[src/rtl/rgbw_fifo_ctrl_pkg.sv]
// Shared types and default sizing for the RGBW FIFO-to-pixel controller.
// Imported by rgbw_fifo_ctrl and rgbw_gap_timer.
package rgbw_fifo_ctrl_pkg;

    localparam int DEF_DATA_SIZE  = 32;
    localparam int DEF_FRAME_LEN  = 64;
    localparam int DEF_GAP_CYCLES = 4800;

    typedef enum logic [1:0] {
        ST_IDLE,
        ST_STREAM,
        ST_GAP
    } state_t;

endpackage

[src/rtl/rgbw_gap_timer.sv]
// Inter-frame latch timer: load, count down, pulse expire on the last cycle.
// expire is high during the final GAP cycle so the FSM leaves on the next edge.
module rgbw_gap_timer
    import rgbw_fifo_ctrl_pkg::*;
#(
    parameter int GAP_CYCLES = DEF_GAP_CYCLES
) (
    input  logic clk,
    input  logic rst_n,
    input  logic load,
    output logic expire
);

    localparam int GW = $clog2(GAP_CYCLES + 1);

    logic [GW-1:0] cnt;

    always_ff @(posedge clk or negedge rst_n) begin
        if (!rst_n) begin
            cnt <= '0;
        end else if (load) begin
            cnt <= GW'(GAP_CYCLES);
        end else if (cnt != '0) begin
            cnt <= cnt - 1'b1;
        end
    end

    assign expire = (cnt == GW'(1));

endmodule

[src/rtl/rgbw_fifo_ctrl.sv]
// Pops frames of FRAME_LEN words from a FIFO into a one-deep pixel register,
// then idles GAP_CYCLES cycles. Optional frame_cnt via RGBW_FIFO_CTRL_FRAME_CNT_EN.
module rgbw_fifo_ctrl
    import rgbw_fifo_ctrl_pkg::*;
#(
    parameter int DATA_SIZE  = DEF_DATA_SIZE,
    parameter int FRAME_LEN  = DEF_FRAME_LEN,
    parameter int GAP_CYCLES = DEF_GAP_CYCLES
) (
    input  logic                 r_clk,
    input  logic                 r_rst_n,
    input  logic                 en,
    input  logic [DATA_SIZE-1:0] fifo_r_data,
    input  logic                 fifo_r_empty,
    output logic                 fifo_r_en,
    output logic [DATA_SIZE-1:0] px_data,
    output logic                 px_valid,
    input  logic                 px_ready,
    output logic                 px_last,
    output logic                 frame_done,
    output logic                 underrun,
    input  logic                 underrun_clr
`ifdef RGBW_FIFO_CTRL_FRAME_CNT_EN
    ,
    output logic [15:0]          frame_cnt
`endif
);

    localparam int PW = $clog2(FRAME_LEN + 1);
    localparam logic [PW-1:0] LEN = PW'(FRAME_LEN);

    state_t        state;
    logic [PW-1:0] pop_cnt;
    logic          in_stream;
    logic          more;
    logic          load;
    logic          hs;
    logic          hs_last;
    logic          starve;
    logic          gap_exp;

    assign in_stream = (state == ST_STREAM);
    assign more      = (pop_cnt < LEN);
    assign hs        = px_valid && px_ready;
    assign hs_last   = in_stream && hs && px_last;

    // Refill the pixel register whenever it is empty or being drained.
    assign load = in_stream && (!px_valid || px_ready)
                  && !fifo_r_empty && more;
    assign starve = in_stream && !px_valid && fifo_r_empty && more;

    assign fifo_r_en = load;

    rgbw_gap_timer #(
        .GAP_CYCLES(GAP_CYCLES)
    ) u_gap_timer (
        .clk   (r_clk),
        .rst_n (r_rst_n),
        .load  (hs_last),
        .expire(gap_exp)
    );

    always_ff @(posedge r_clk or negedge r_rst_n) begin
        if (!r_rst_n) begin
            state      <= ST_IDLE;
            pop_cnt    <= '0;
            px_data    <= '0;
            px_valid   <= 1'b0;
            px_last    <= 1'b0;
            frame_done <= 1'b0;
            underrun   <= 1'b0;
        end else begin
            frame_done <= 1'b0;
            if (starve) begin
                underrun <= 1'b1;
            end else if (underrun_clr) begin
                underrun <= 1'b0;
            end
            unique case (state)
                ST_IDLE: begin
                    if (en && !fifo_r_empty) begin
                        state   <= ST_STREAM;
                        pop_cnt <= '0;
                    end
                end
                ST_STREAM: begin
                    if (load) begin
                        px_data  <= fifo_r_data;
                        px_valid <= 1'b1;
                        px_last  <= (pop_cnt == LEN - 1'b1);
                        pop_cnt  <= pop_cnt + 1'b1;
                    end else if (hs) begin
                        px_valid <= 1'b0;
                        px_last  <= 1'b0;
                    end
                    if (hs_last) begin
                        state      <= ST_GAP;
                        frame_done <= 1'b1;
                    end
                end
                ST_GAP: begin
                    if (gap_exp) begin
                        state <= ST_IDLE;
                    end
                end
                default: begin
                    state <= ST_IDLE;
                end
            endcase
        end
    end

`ifdef RGBW_FIFO_CTRL_FRAME_CNT_EN
    always_ff @(posedge r_clk or negedge r_rst_n) begin
        if (!r_rst_n) begin
            frame_cnt <= '0;
        end else if (frame_done) begin
            frame_cnt <= frame_cnt + 16'd1;
        end
    end
`endif

endmodule
[config.mk]
export PLATFORM = sky130hd
export DESIGN_NAME = rgbw_fifo_ctrl
export DESIGN_NICKNAME = d
export VERILOG_FILES = /design/src/rtl/rgbw_fifo_ctrl_pkg.sv /design/src/rtl/rgbw_gap_timer.sv /design/src/rtl/rgbw_fifo_ctrl.sv
export SDC_FILE = /design/constraint.sdc
export NUM_CORES = 1
export LEC_CHECK = 0
export ABC_CLOCK_PERIOD_IN_PS = 4910
export CAP_MARGIN = 10
export CORE_AREA = 2 2 75 77
export CTS_CLUSTER_SIZE = 28
export DETAILED_ROUTE_END_ITERATION = 10
export DIE_AREA = 0 0 77 79
export PLACE_DENSITY = 0.91
export SYNTH_ARGS = -nofsm -noshare
export SYNTH_HDL_FRONTEND = slang
export SYNTH_SLANG_ARGS = --single-unit
export TNS_END_PERCENT = 100
[constraint.sdc]
create_clock -name r_clk -period 4.91 [get_ports r_clk]
set_input_delay 0.491 -clock r_clk [delete_from_list [all_inputs] [get_ports r_clk]]
set_output_delay 0.491 -clock r_clk [all_outputs]
set_load 0.05 [all_outputs]
======== After elaboration in Yosys (flattened, before gate mapping) ========
Cells that the tools add are included.
storage, ports and cells
  flip-flop bits (word level) ............. 58
  bits of input ports ..................... 38
  output and inout bits ................... 37
  logic and storage cells ................. 58
cells by class
  add/subtract/negate cells ............... 2
  magnitude comparators ................... 1
  equal/unequal tests ..................... 8
  muxes and demuxes ....................... 16
  reductions and logical operators ........ 23
operators by type and width
  cell                   count
  $mux 13                2
  $mux 7                 2
  $pmux 7 s2             1
  $eq 13x1->1 const B    1
  $reduce_bool 13->1     1
  $sub 13x1->13 const B  1
  $logic_and 1x1->1      10
  $reduce_bool 2->1      4
  $add 7x1->7 const B    1
  $eq 7x6->1 const B     1
  $lt 7x7->1 const B     1
  $mux 1                 7
  $mux 2                 3
  $ne 2x2->1 const B     3
  $pmux 2 s3             1
  $reduce_and 3->1       2
  $reduce_and 2->1       2
  $eq 2x1->1 const B     1
  $eq 2x2->1 const B     1
  $logic_not 1->1        2
  $logic_not 2->1        1
  $ne 2x1->1 const B     1
  $logic_or 1x1->1       1

======== Depth between registers and ports, before layout ========
Gate-level depths: netlist (run 1).
  depth in word-level cells ............... 7
  gate-level depth with buffers ........... 8
  mapped depth without buffers ............ 6

======== By module ========
From an unflattened synthesis (run 1), not the netlist that was laid out.
unflattened totals
  cells, all modules ...................... 278
  area, all modules ....................... 2650.0 µm²
by module, submodules not included
  module          times used  cells an instance  area each (µm²)
  rgbw_fifo_ctrl  1           202                1895.6
  rgbw_gap_timer  1           76                 754.5

======== Worst setup path after synthesis (run 1) ========
No wires, ideal clock.
  path kind ............................... reg-to-output
  from .................................... register state[1]
  to ...................................... output fifo_r_en
  arrival time ............................ 1.679 ns
  data required time ...................... 4.419 ns
  setup slack ............................. 2.740 ns
  cell stages (with the launch flop) ...... 6
  path buffers ............................ 2
  cells stage by stage .................... dfrtp_1 -> or3b_1 -> or3_1 -> buf_6 -> inv_2 -> buf_2
between the ends
  word-level cells in the longest chain between the ends .. 4
RTL lines
  item                             line                  source
  start: declaration               rgbw_fifo_ctrl.sv:32  state_t state;
  start signal: assignment         rgbw_fifo_ctrl.sv:65  state <= ST_IDLE;
  start signal: assignment         rgbw_fifo_ctrl.sv:82  state <= ST_STREAM;
  start signal: assignment         rgbw_fifo_ctrl.sv:97  state <= ST_GAP;
  $eq 2x1->1                       rgbw_fifo_ctrl.sv:42  assign in_stream = (state == ST_STREAM);
  $logic_and 1x1->1                rgbw_fifo_ctrl.sv:48  assign load = in_stream && (!px_valid || px_ready)
  $logic_and 1x1->1 (2 in series)  rgbw_fifo_ctrl.sv:49  && !fifo_r_empty && more;
  end: declaration                 rgbw_fifo_ctrl.sv:15  output logic fifo_r_en,
No other way between the ends.

======== Final worst setup path (run 1) ========
  from .................................... register state[0]
  to ...................................... output fifo_r_en
The elaborated chain is that of the path after synthesis.

==> insert_results.sql, run 1 <==
INSERT INTO impl_metrics (metric_group, metric, value, unit) VALUES
('cts', 'cts_buffer_depth', '2', ''),
('timing', 'final_min_period_over_clock_period', '71.22', '%'),
('grt', 'grt.overflow.total', '0', ''),
('worst_setup_path', 'worstReg2RegStart', 'u_gap_timer.cnt[6]', ''),
('yosys', 'avgSynthCellArea', '9.217', 'um2'),
('yosys', 'synth_flop_cell', 'dfrtp_1', ''),
('worst_setup_path', 'worst-path-max-fanout', '40', ''),
('yosys', 'postSynthCellCount', '278', ''),
('floorplanning', 'floorplan.die.height', '79', 'um'),
('timing', 'max_slew.worst_pin.slew', '0.8933', 'ns'),
('floorplanning', 'floorplan.die.width', '77', 'um'),
('finish', 'antennaDiodeCount', '0', ''),
('cts', 'cts_hold_buffers', '0', ''),
('floorplanning', 'die_area', '6083', 'um2'),
('routing', 'vias_per_cell', '5.244', ''),
('cts', 'cts_htree_levels', '3', ''),
('routing', 'number_of_remaining_drc_errors', '0', ''),
('worst_setup_path', 'cp_cell_sequence', 'or3b_1 -> or3_1 -> inv_2 -> clkdlybuf4s50_1', ''),
('worst_setup_path', 'cp_data_arrival_time', '3.01', 'ns'),
('timing', 'slew_viol_final', '0', ''),
('yosys', 'mappedNetlistNets', '320', ''),
('placed_design', 'finalWeightedCongestion', '0.7987', ''),
('routing', 'met3_wirelength_from_detailed_routing', '450', 'um'),
('routing', 'm1WireLength', '2676', 'um'),
('cts', 'cts_post_setup_buffers_inserted', '0', ''),
('cts', 'cts_tree', 'done', ''),
('floorplanning', 'initial_utilization', '48.01', '%'),
('timing', 'final.setup.tns', '0', 'ns'),
('yosys', 'syn_area', '2562', 'um2'),
('finish', 'final_core_util', '66.90', '%'),
('routing', 'drt_pre_antenna_iters', '4', ''),
('grt', 'number_of_antenna_violations_at_the_first_check_in_global_routing', '0', ''),
('cts', 'tritoncts.num_buffers', '9', ''),
('floorplanning', 'row_count', '27', ''),
('cts', 'clk_latency', '0.33', 'ns'),
('floorplanning', 'io_pins', '75', ''),
('yosys', 'synth_edf_count', '0', ''),
('worst_setup_path', 'setup.worst_path.end', 'fifo_r_en', ''),
('timing', 'clock.fmax', '286.0', 'MHz'),
('status', 'status', 'complete, no violations', ''),
('yosys', 'postSynthRegisterBits', '58', ''),
('grt', 'wire_length_of_the_first_global_routing_pass', '10620', 'um'),
('timing', 'final.min_clock_period', '3.497', 'ns'),
('worst_setup_path', 'crit_path_start_kind', 'flip-flop', ''),
('yosys', 'synth_sequential_area_ratio', '56.64', '%'),
('routing', 'detailroute.via_count', '2255', ''),
('power_and_ir_drop', 'peakVddDrop', '0.3107', 'mV'),
('run', 'cap_viol_max_count', '0', ''),
('finish', 'finalInstanceArea', '3571', 'um2'),
('worst_setup_path', 'critical_path_buffer_and_inverter_count', '2', ''),
('worst_setup_path', 'critical_path_depth', '4', ''),
('finish', 'final_nets', '397', ''),
('timing', 'final_hold_fails', '0', ''),
('timing', 'max_slew_margin', '39.99', '%'),
('placed_design', 'dp_hpwl', '4301', 'um'),
('worst_setup_path', 'r2r.worst_path.cells', '4', ''),
('min_path', 'hold_path.class', 'in -> async', ''),
('worst_setup_path', 'required', '4.42', 'ns'),
('cts', 'worst_setup_hold_path_clk_slew', '0.06', 'ns'),
('yosys', 'async_reset_ff_share', '100.0', '%'),
('routing', 'met2WireLength', '3159', 'um'),
('routing', 'postRouteWirelength', '6362', 'um'),
('worst_setup_path', 'setup.worst_path.end_class', 'output port', ''),
('worst_setup_path', 'worst_r2r_endpoint', 'u_gap_timer.cnt[11]', ''),
('worst_setup_path', 'timing.critical_path.from', 'state[0]', ''),
('worst_setup_path', 'slowest_stage', 'clkdlybuf4s50_1', ''),
('timing', 'timing.clock.skew', '0.007121', 'ns'),
('grt', 'largest_net_degree_at_the_start_of_global_routing', '59', ''),
('worst_setup_path', 'worst-setup-path-type', 'reg -> out', ''),
('routing', 'wl_per_cell', '14.80', 'um'),
('placed_design', 'io_buffers', '74', '');
metal layers:
layer | up-vias | track usage [%]
li1 | 1073 | -
met1 | 1081 | 29.14
met2 | 92 | 36.49
met3 | 9 | 4.432
met4 | 0 | 6.964
met5 | - | 0
cells in the mapped netlist, types with 3 or more instances:
library cell,number,area (um2)
clkbuf_1,5,18.77
nor2_1,12,45.04
ha_1,4,50.05
a21oi_1,6,30.03
or3_1,4,25.02
nand2b_1,5,31.28
nand2_1,101,379.1
nor4_1,3,18.77
inv_1,11,41.29
o21ai_0,10,50.05
nand3_1,7,35.03
buf_4,3,22.52
xnor2_1,4,35.03
nand4_1,4,25.02
dfrtp_1,58,1451
nor3_1,7,35.03
area by class of cell:
| cell class | count | area (um2) |
|---|---|---|
| fill | 395 | 1767 |
| sequential | 58 | 1451 |
| multi-input combinational | 198 | 1008 |
| timing repair buffer | 76 | 750.7 |
| clock buffer | 12 | 165.2 |
| tap | 72 | 90.09 |
| clock inverter | 2 | 60.06 |
| inverter | 12 | 45.04 |
sequential cells by signal, indices dropped and copies added (netlist names):
| name | cells |
|---|---|
| px_valid | 1 |
| px_data | 32 |
| pop_cnt | 7 |
| frame_done | 1 |
| state | 2 |
| u_gap_timer.cnt | 13 |
| underrun | 1 |
| px_last | 1 |
report_power, final:
part | leakage, nW | internal, mW | switching, mW
Sequential | 0.709 | 0.638 | 0.106
Clock | 0.115 | 0.322 | 0.174
Combinational | 0.844 | 0.352 | 0.749
Total | 1.67 | 1.31 | 1.03
worst min path at each step:
stage	startpoint	to	cells after the start
finish	r_rst_n	px_data[29]	2
detailed placement	px_data[30]	px_data[30]	2
global placement	px_data[16]	px_data[16]	2
global route	r_rst_n	px_data[29]	2
floorplan	r_rst_n	frame_done	0
CTS	r_rst_n	px_data[23]	2
worst register-to-register path: stages, from the launching register on:
cell and delay, ns:
dfrtp_1 0.41, nor3_1 0.75, o21ai_0 0.39, or3_1 0.44, a21oi_1 0.15
placed cells by master, fill, tap and decap left out, types with 5 or more instances in the layout:
master / instances
dfrtp_1: 58
o21ai_0: 10
nand3_1: 7
nand2b_1: 5
nand2_1: 101
nor3_1: 7
nor2_1: 12
clkbuf_8: 12
inv_1: 11
clkdlybuf4s50_1: 73
a21oi_1: 6
metrics by stage:
step,std cells,setup WS (ns),power (mW)
floorplan,278,2.740,1.463
global placement,416,1.595,1.804
detailed placement,416,1.551,1.850
CTS,430,1.402,2.350
global route,430,1.280,2.444
finish,430,1.413,2.341
kinds of logic (layout without fill, tap and decap cells):
family	after synthesis	count (layout)	synth area share (%)
AND/OR/NAND/NOR	158	158	27.69
adder cells (fa/ha/maj)	4	4	1.953
buffers and inverters	22	102	4.004
AO/OA/AOI/OAI	29	29	7.276
XOR/XNOR	6	6	2.051
flip-flops	58	58	56.64
multiplexers	1	1	0.3906
(Power assumes the default switching activity.)
==> run 2: changes to the inputs <==
--- a/config.mk
+++ b/config.mk
@@ -5,13 +5,13 @@
 export SDC_FILE = /design/constraint.sdc
 export NUM_CORES = 1
 export LEC_CHECK = 0
-export ABC_CLOCK_PERIOD_IN_PS = 4910
+export ABC_CLOCK_PERIOD_IN_PS = 3600
 export CAP_MARGIN = 10
-export CORE_AREA = 2 2 75 77
+export CORE_AREA = 2 2 77 79
 export CTS_CLUSTER_SIZE = 28
 export DETAILED_ROUTE_END_ITERATION = 10
-export DIE_AREA = 0 0 77 79
-export PLACE_DENSITY = 0.91
+export DIE_AREA = 0 0 79 81
+export PLACE_DENSITY = 0.87
 export SYNTH_ARGS = -nofsm -noshare
 export SYNTH_HDL_FRONTEND = slang
 export SYNTH_SLANG_ARGS = --single-unit
==> constraint.sdc (replaced) <==
create_clock -name r_clk -period 3.6 [get_ports r_clk]
set_input_delay 0.36 -clock r_clk [delete_from_list [all_inputs] [get_ports r_clk]]
set_output_delay 0.36 -clock r_clk [all_outputs]
set_load 0.05 [all_outputs]
==> insert_results.sql, run 2 (same netlist as run 1, synthesis figures left out) <==
INSERT INTO impl_metrics (metric_group, metric, value, unit) VALUES
('placed_design', 'dp_worst_setup_slack', '1.185', 'ns'),
('placed_design', 'dpl.cell_count', '419', ''),
('cts', 'cts_htree_levels', '3', ''),
('finish', 'leading_cell_types_in_the_layout_fill_and_taps_excluded', '101 x nand2_1, 72 x clkdlybuf4s50_1, 58 x dfrtp_1', ''),
('cts', 'cts_hold_buffers', '0', ''),
('power_and_ir_drop', 'p_leak', '1.668', 'nW'),
('floorplanning', 'row_count', '28', ''),
('timing', 'slew_viol_final', '0', ''),
('worst_setup_path', 'slowest_stage', 'inv_2', ''),
('grt', 'largest_net_degree_at_the_start_of_global_routing', '41', ''),
('routing', 'wl_per_cell', '13.08', 'um'),
('floorplanning', 'core_footprint', '5675', 'um2'),
('routing', 'number_of_remaining_drc_errors', '0', ''),
('finish', 'finalInstanceArea', '3578', 'um2'),
('finish', 'final_core_util', '63.05', '%'),
('power_and_ir_drop', 'pwr_cell_area', '878.7', 'nW/um2'),
('finish', 'fin_cells', '435', ''),
('finish', 'areaGrowthSynthToFinish', '39.65', '%'),
('grt', 'grt.overflow.total', '0', ''),
('floorplanning', 'floorplan.die.width', '79', 'um'),
('finish', 'top_registers', 'px_data (32), u_gap_timer.cnt (13), pop_cnt (7)', ''),
('worst_setup_path', 'cp_data_arrival_time', '2.32', 'ns'),
('grt', 'via_count_of_the_first_global_routing_pass', '2131', ''),
('finish', 'regMostFlops', 'px_data', ''),
('cts', 'ctsResizeCount', '0', ''),
('timing', 'final.setup.tns', '0', 'ns'),
('cts', 'clock_sinks', '58', ''),
('routing', 'dr.first_iter.drc_count', '125', ''),
('grt', 'globalRouteTotalUtil', '18.87', '%'),
('finish', 'fill_cells', '437', ''),
('power_and_ir_drop', 'peakVddDrop', '0.4323', 'mV'),
('floorplanning', 'io_pins', '75', ''),
('worst_setup_path', 'cpLargestDelayFamily', 'simple AND/OR/NAND/NOR gates', ''),
('timing', 'post-route-worst-setup-slack', '0.9227', 'ns'),
('cts', 'cts.root.buffer_cell', 'clkbuf_8', ''),
('finish', 'final-seq-area', '1451', 'um2'),
('worst_setup_path', 'r2r.worst_path.cells', '5', ''),
('cts', 'tritoncts.num_buffers', '9', ''),
('worst_setup_path', 'critical_path_depth', '4', ''),
('grt', 'number_of_antenna_violations_at_the_first_check_in_global_routing', '0', ''),
('cts', 'cts_post_setup_buffers_inserted', '0', ''),
('timing', 'final_min_period_over_clock_period', '74.37', '%'),
('timing', 'number_of_setup_violations_in_the_final_report', '0', ''),
('timing', 'max_slew_margin', '44.71', '%'),
('cts', 'worst_setup_hold_path_clk_slew', '0.07', 'ns'),
('timing', 'max_slew.worst_pin.slew', '0.8294', 'ns'),
('placed_design', 'finalWeightedCongestion', '0.8028', ''),
('worst_setup_path', 'worst-path-max-fanout', '40', ''),
('finish', 'drive_gt1_share', '6.389', '%'),
('timing', 'final.min_clock_period', '2.677', 'ns'),
('finish', 'largest_register_ff_count', '32', ''),
('timing', 'timing.clock.skew', '0.009031', 'ns'),
('finish', 'final_nets', '397', ''),
('placed_design', 'io_buffers', '74', ''),
('worst_setup_path', 'crit_path_start_kind', 'flip-flop', ''),
('worst_setup_path', 'worst-setup-path-type', 'reg -> out', ''),
('timing', 'setup_repair_after_global_routing_missed_its_margin', 'false', ''),
('timing', 'worst_hold_slack', '0.1220', 'ns'),
('timing', 'final_hold_fails', '0', ''),
('run', 'cap_viol_max_count', '0', ''),
('worst_setup_path', 'worst_path_largest_cell_delay', '0.49', 'ns'),
('routing', 'postRouteWirelength', '5690', 'um'),
('floorplanning', 'floorplan.die.height', '81', 'um'),
('placed_design', 'dp_hpwl', '4015', 'um'),
('timing', 'clock.fmax', '373.5', 'MHz'),
('status', 'status', 'complete, no violations', ''),
('routing', 'drt_pre_antenna_iters', '4', ''),
('cts', 'cts_buffer_depth', '2', ''),
('floorplanning', 'die_area', '6399', 'um2'),
('routing', 'drt.antenna.violating_nets', '0', ''),
('floorplanning', 'initial_utilization', '45.15', '%'),
('worst_setup_path', 'cp_cell_sequence', 'or3b_1 -> or3_1 -> inv_2 -> buf_12', ''),
('min_path', 'hold_path.class', 'in -> async', ''),
('placed_design', 'placed_area', '3359', 'um2'),
('finish', 'layout.cells.most_common', 'nand2_1', ''),
('worst_setup_path', 'required', '3.24', 'ns'),
('finish', 'multiInputGateArea', '1008', 'um2'),
('worst_setup_path', 'critical_path_buffer_and_inverter_count', '2', ''),
('grt', 'wire_length_of_the_first_global_routing_pass', '9480', 'um'),
('cts', 'cts_tree', 'done', ''),
('power_and_ir_drop', 'power', '3.144', 'mW'),
('routing', 'vias_per_cell', '5.048', ''),
('cts', 'clk_latency', '0.33', 'ns'),
('routing', 'detailroute.via_count', '2196', ''),
('worst_setup_path', 'setup.worst_path.end_class', 'output port', ''),
('finish', 'antennaDiodeCount', '0', '');
## run 2: cell types whose count changed in the layout (fill, tap and decap cells not counted)
cell             before  now
clkinv_2              0    2
clkbuf_1              0    1
clkbuf_8             12   10
clkinvlp_4            0    1
buf_12                0    1
clkdlybuf4s50_1      73   72
## run 2: final cells by class
class / instances / share of cell area, %
tap: 75 / 2.622
inverter: 12 / 1.259
timing repair buffer: 76 / 21.26
clock inverter: 5 / 2.168
clock buffer: 11 / 3.951
multi-input combinational: 198 / 28.18
sequential: 58 / 40.56
## run 2: routing by layer
layer,vias to the layer above,track usage (%),part of all wire (%)
met5,-,0,0
met4,0,6.207,1.3
met3,10,6.333,7.4
met2,73,32.20,48
met1,1036,22.59,43
li1,1077,-,-
## run 2: worst paths after layout
check,startpoint,to,slack [ns]
max,state[0],fifo_r_en,0.92
min,r_rst_n,px_data[0],0.12
max reg2reg,state[0],pop_cnt[1],1.37
min reg2reg,px_data[28],px_data[28],0.47
max in group asynchronous,r_rst_n,px_data[24],2.69
min in group r_clk,px_data[28],px_data[28],0.47
## run 2: power breakdown
| group | internal [mW] | switching (mW) |
|---|---|---|
| Combinational | 0.487 | 0.995 |
| Sequential | 0.869 | 0.142 |
| Clock | 0.406 | 0.245 |
| Total | 1.76 | 1.38 |
==> run 3: changes to the inputs <==
--- a/config.mk
+++ b/config.mk
@@ -5,13 +5,13 @@
 export SDC_FILE = /design/constraint.sdc
 export NUM_CORES = 1
 export LEC_CHECK = 0
-export ABC_CLOCK_PERIOD_IN_PS = 3600
+export ABC_CLOCK_PERIOD_IN_PS = 2380
 export CAP_MARGIN = 10
-export CORE_AREA = 2 2 77 79
+export CORE_AREA = 2 2 82 84
 export CTS_CLUSTER_SIZE = 28
 export DETAILED_ROUTE_END_ITERATION = 10
-export DIE_AREA = 0 0 79 81
-export PLACE_DENSITY = 0.87
+export DIE_AREA = 0 0 84 86
+export PLACE_DENSITY = 0.82
 export SYNTH_ARGS = -nofsm -noshare
 export SYNTH_HDL_FRONTEND = slang
 export SYNTH_SLANG_ARGS = --single-unit
==> constraint.sdc (replaced) <==
create_clock -name r_clk -period 2.38 [get_ports r_clk]
set_input_delay 0.238 -clock r_clk [delete_from_list [all_inputs] [get_ports r_clk]]
set_output_delay 0.238 -clock r_clk [all_outputs]
set_load 0.05 [all_outputs]
==> insert_results.sql, run 3 (same netlist as run 1, synthesis figures left out) <==
INSERT INTO impl_metrics (metric_group, metric, value, unit) VALUES
('timing', 'timing.clock.skew', '0.007298', 'ns'),
('worst_setup_path', 'required', '2.14', 'ns'),
('floorplanning', 'core_footprint', '6277', 'um2'),
('worst_setup_path', 'worst-path-max-fanout', '17', ''),
('timing', 'max_slew.worst_pin.slew', '0.8010', 'ns'),
('grt', 'via_count_of_the_first_global_routing_pass', '2233', ''),
('finish', 'areaGrowthSynthToFinish', '40.33', '%'),
('grt', 'largest_net_degree_at_the_start_of_global_routing', '33', ''),
('finish', 'top_registers', 'px_data (32), u_gap_timer.cnt (13), pop_cnt (7)', ''),
('worst_setup_path', 'slowest_stage', 'or3_1', ''),
('floorplanning', 'floorplan.die.height', '86', 'um'),
('worst_setup_path', 'worst_path_largest_cell_delay', '0.48', 'ns'),
('worst_setup_path', 'crit_path_start_kind', 'flip-flop', ''),
('worst_setup_path', 'worst-setup-path-type', 'reg -> out', ''),
('placed_design', 'dpl.cell_count', '424', ''),
('grt', 'globalRouteTotalUtil', '17.44', '%'),
('floorplanning', 'initial_utilization', '40.82', '%'),
('grt', 'number_of_antenna_violations_at_the_first_check_in_global_routing', '0', ''),
('power_and_ir_drop', 'peakVddDrop', '0.9176', 'mV'),
('timing', 'clock.fmax', '444.8', 'MHz'),
('worst_setup_path', 'cpLargestDelayFamily', 'simple AND/OR/NAND/NOR gates', ''),
('placed_design', 'io_buffers', '74', ''),
('routing', 'dr.first_iter.drc_count', '153', ''),
('finish', 'layout.cells.most_common', 'nand2_1', ''),
('timing', 'setup_repair_after_global_routing_missed_its_margin', 'false', ''),
('floorplanning', 'io_pins', '75', ''),
('timing', 'slew_viol_final', '0', ''),
('timing', 'number_of_setup_violations_in_the_final_report', '0', ''),
('status', 'status', 'complete, no violations', ''),
('finish', 'largest_register_ff_count', '32', ''),
('timing', 'final.min_clock_period', '2.248', 'ns'),
('placed_design', 'finalWeightedCongestion', '0.8053', ''),
('min_path', 'hold_path.class', 'in -> reg', ''),
('finish', 'leading_cell_types_in_the_layout_fill_and_taps_excluded', '101 x nand2_1, 72 x clkdlybuf4s50_1, 58 x dfrtp_1', ''),
('floorplanning', 'row_count', '29', ''),
('cts', 'clk_latency', '0.33', 'ns'),
('cts', 'cts_tree', 'done', ''),
('cts', 'cts_buffer_depth', '2', ''),
('worst_setup_path', 'cp_cell_sequence', 'or3b_1 -> or3_1 -> clkinv_4 -> buf_12', ''),
('timing', 'final_hold_fails', '0', ''),
('worst_setup_path', 'critical_path_buffer_and_inverter_count', '2', ''),
('cts', 'cts_htree_levels', '3', ''),
('finish', 'regMostFlops', 'px_data', ''),
('routing', 'number_of_remaining_drc_errors', '0', ''),
('power_and_ir_drop', 'pwr_cell_area', '1276', 'nW/um2'),
('worst_setup_path', 'cp_data_arrival_time', '2.01', 'ns'),
('grt', 'wire_length_of_the_first_global_routing_pass', '10090', 'um'),
('cts', 'worst_setup_hold_path_clk_slew', '0.06', 'ns'),
('routing', 'vias_per_cell', '5.050', ''),
('timing', 'final.setup.tns', '0', 'ns'),
('routing', 'drt.antenna.violating_nets', '0', ''),
('worst_setup_path', 'setup.worst_path.end_class', 'output port', ''),
('placed_design', 'dp_hpwl', '4252', 'um'),
('finish', 'drive_gt1_share', '7.143', '%'),
('routing', 'drt_pre_antenna_iters', '4', ''),
('finish', 'fin_cells', '441', ''),
('power_and_ir_drop', 'power', '4.589', 'mW'),
('floorplanning', 'floorplan.die.width', '84', 'um'),
('run', 'cap_viol_max_count', '0', ''),
('finish', 'final_nets', '401', ''),
('routing', 'postRouteWirelength', '5804', 'um'),
('grt', 'grt.overflow.total', '0', ''),
('timing', 'final_min_period_over_clock_period', '94.47', '%'),
('finish', 'antennaDiodeCount', '0', ''),
('power_and_ir_drop', 'p_leak', '1.671', 'nW'),
('cts', 'clock_sinks', '58', ''),
('worst_setup_path', 'setup.reg_to_reg.worst_slack', '0.33', 'ns'),
('floorplanning', 'die_area', '7224', 'um2'),
('routing', 'detailroute.via_count', '2227', ''),
('cts', 'tritoncts.num_buffers', '9', ''),
('routing', 'wl_per_cell', '13.16', 'um'),
('timing', 'max_slew_margin', '45.85', '%'),
('cts', 'cts.root.buffer_cell', 'clkbuf_8', '');
==> run 3: cell types whose count changed in the layout (fill, tap and decap cells not counted), sizes merged <==
cell         change
inv              -1
clkinvlp         +1
clkinv           +2
dlygate4sd3      +1
buf              +3
bufinv           -2
==> run 3: worst min-delay path, stage by stage <==
cell and delay (ns):
clkdlybuf4s50_1 0.39, nand2_1 0.05, nand2_1 0.04
==> run 3: final cells by class <==
class | instances | area, um2
clock buffer | 11 | 141.4
clock inverter | 5 | 30.03
fill | 533 | 2681
inverter | 12 | 50.05
multi-input combinational | 198 | 1008
sequential | 58 | 1451
tap | 77 | 96.34
timing repair buffer | 80 | 818.3
==> run 3: layer usage <==
| layer | vias up | GRT usage [%] | routed length (um) |
|---|---|---|---|
| li1 | 1087 | - | - |
| met1 | 1073 | 21.72 | 2604 |
| met2 | 62 | 29.45 | 2825 |
| met3 | 5 | 5.582 | 326 |
| met4 | 0 | 4.839 | 46 |
| met5 | - | 0 | 0 |
==> run 3: timing repair <==
| item | in CTS | in global routing |
|---|---|---|
| setup endpoints to repair | 0 | 1 |
| buffers inserted | 0 | 0 |
| resized for setup | 0 | 3 |
| hold buffers | 1 | 0 |
| endpoints found under the hold margin | 29 | 0 |
==> run 3: path summary, 6_finish.rpt <==
kind                                         start                  end  depth (start not counted)
worst max-delay path                      state[0]            fifo_r_en                          4
worst min-delay path                fifo_r_data[6]           px_data[6]                          3
worst max register to register  u_gap_timer.cnt[0]  u_gap_timer.cnt[10]                          6
worst min register to register         px_data[20]          px_data[20]                          2
max in group asynchronous                  r_rst_n          px_data[30]                          3
min in group asynchronous                  r_rst_n           px_data[4]                          2
==> run 3: metrics by stage <==
stage / hold WS, ns / cell area (um2) / setup WS, ns / utilization, %
2_1_floorplan: -0.05759 / 2562 / 0.4629 / -
3_3_place_gp: 0.3058 / 3410 / 0.3692 / 54.32
3_5_place_dp: 0.3181 / 3410 / 0.3156 / 54.32
4_1_cts: 0.4236 / 3591 / 0.0003535 / 57.21
5_1_grt: 0.4445 / 3596 / 0.01970 / 57.29
6_report: 0.4349 / 3596 / 0.1316 / 57.29
==> run 3: where the power goes <==
group	switching [mW]	internal, mW
sequential	0.209	1.31
combinational	1.53	0.764
clock	0.373	0.400
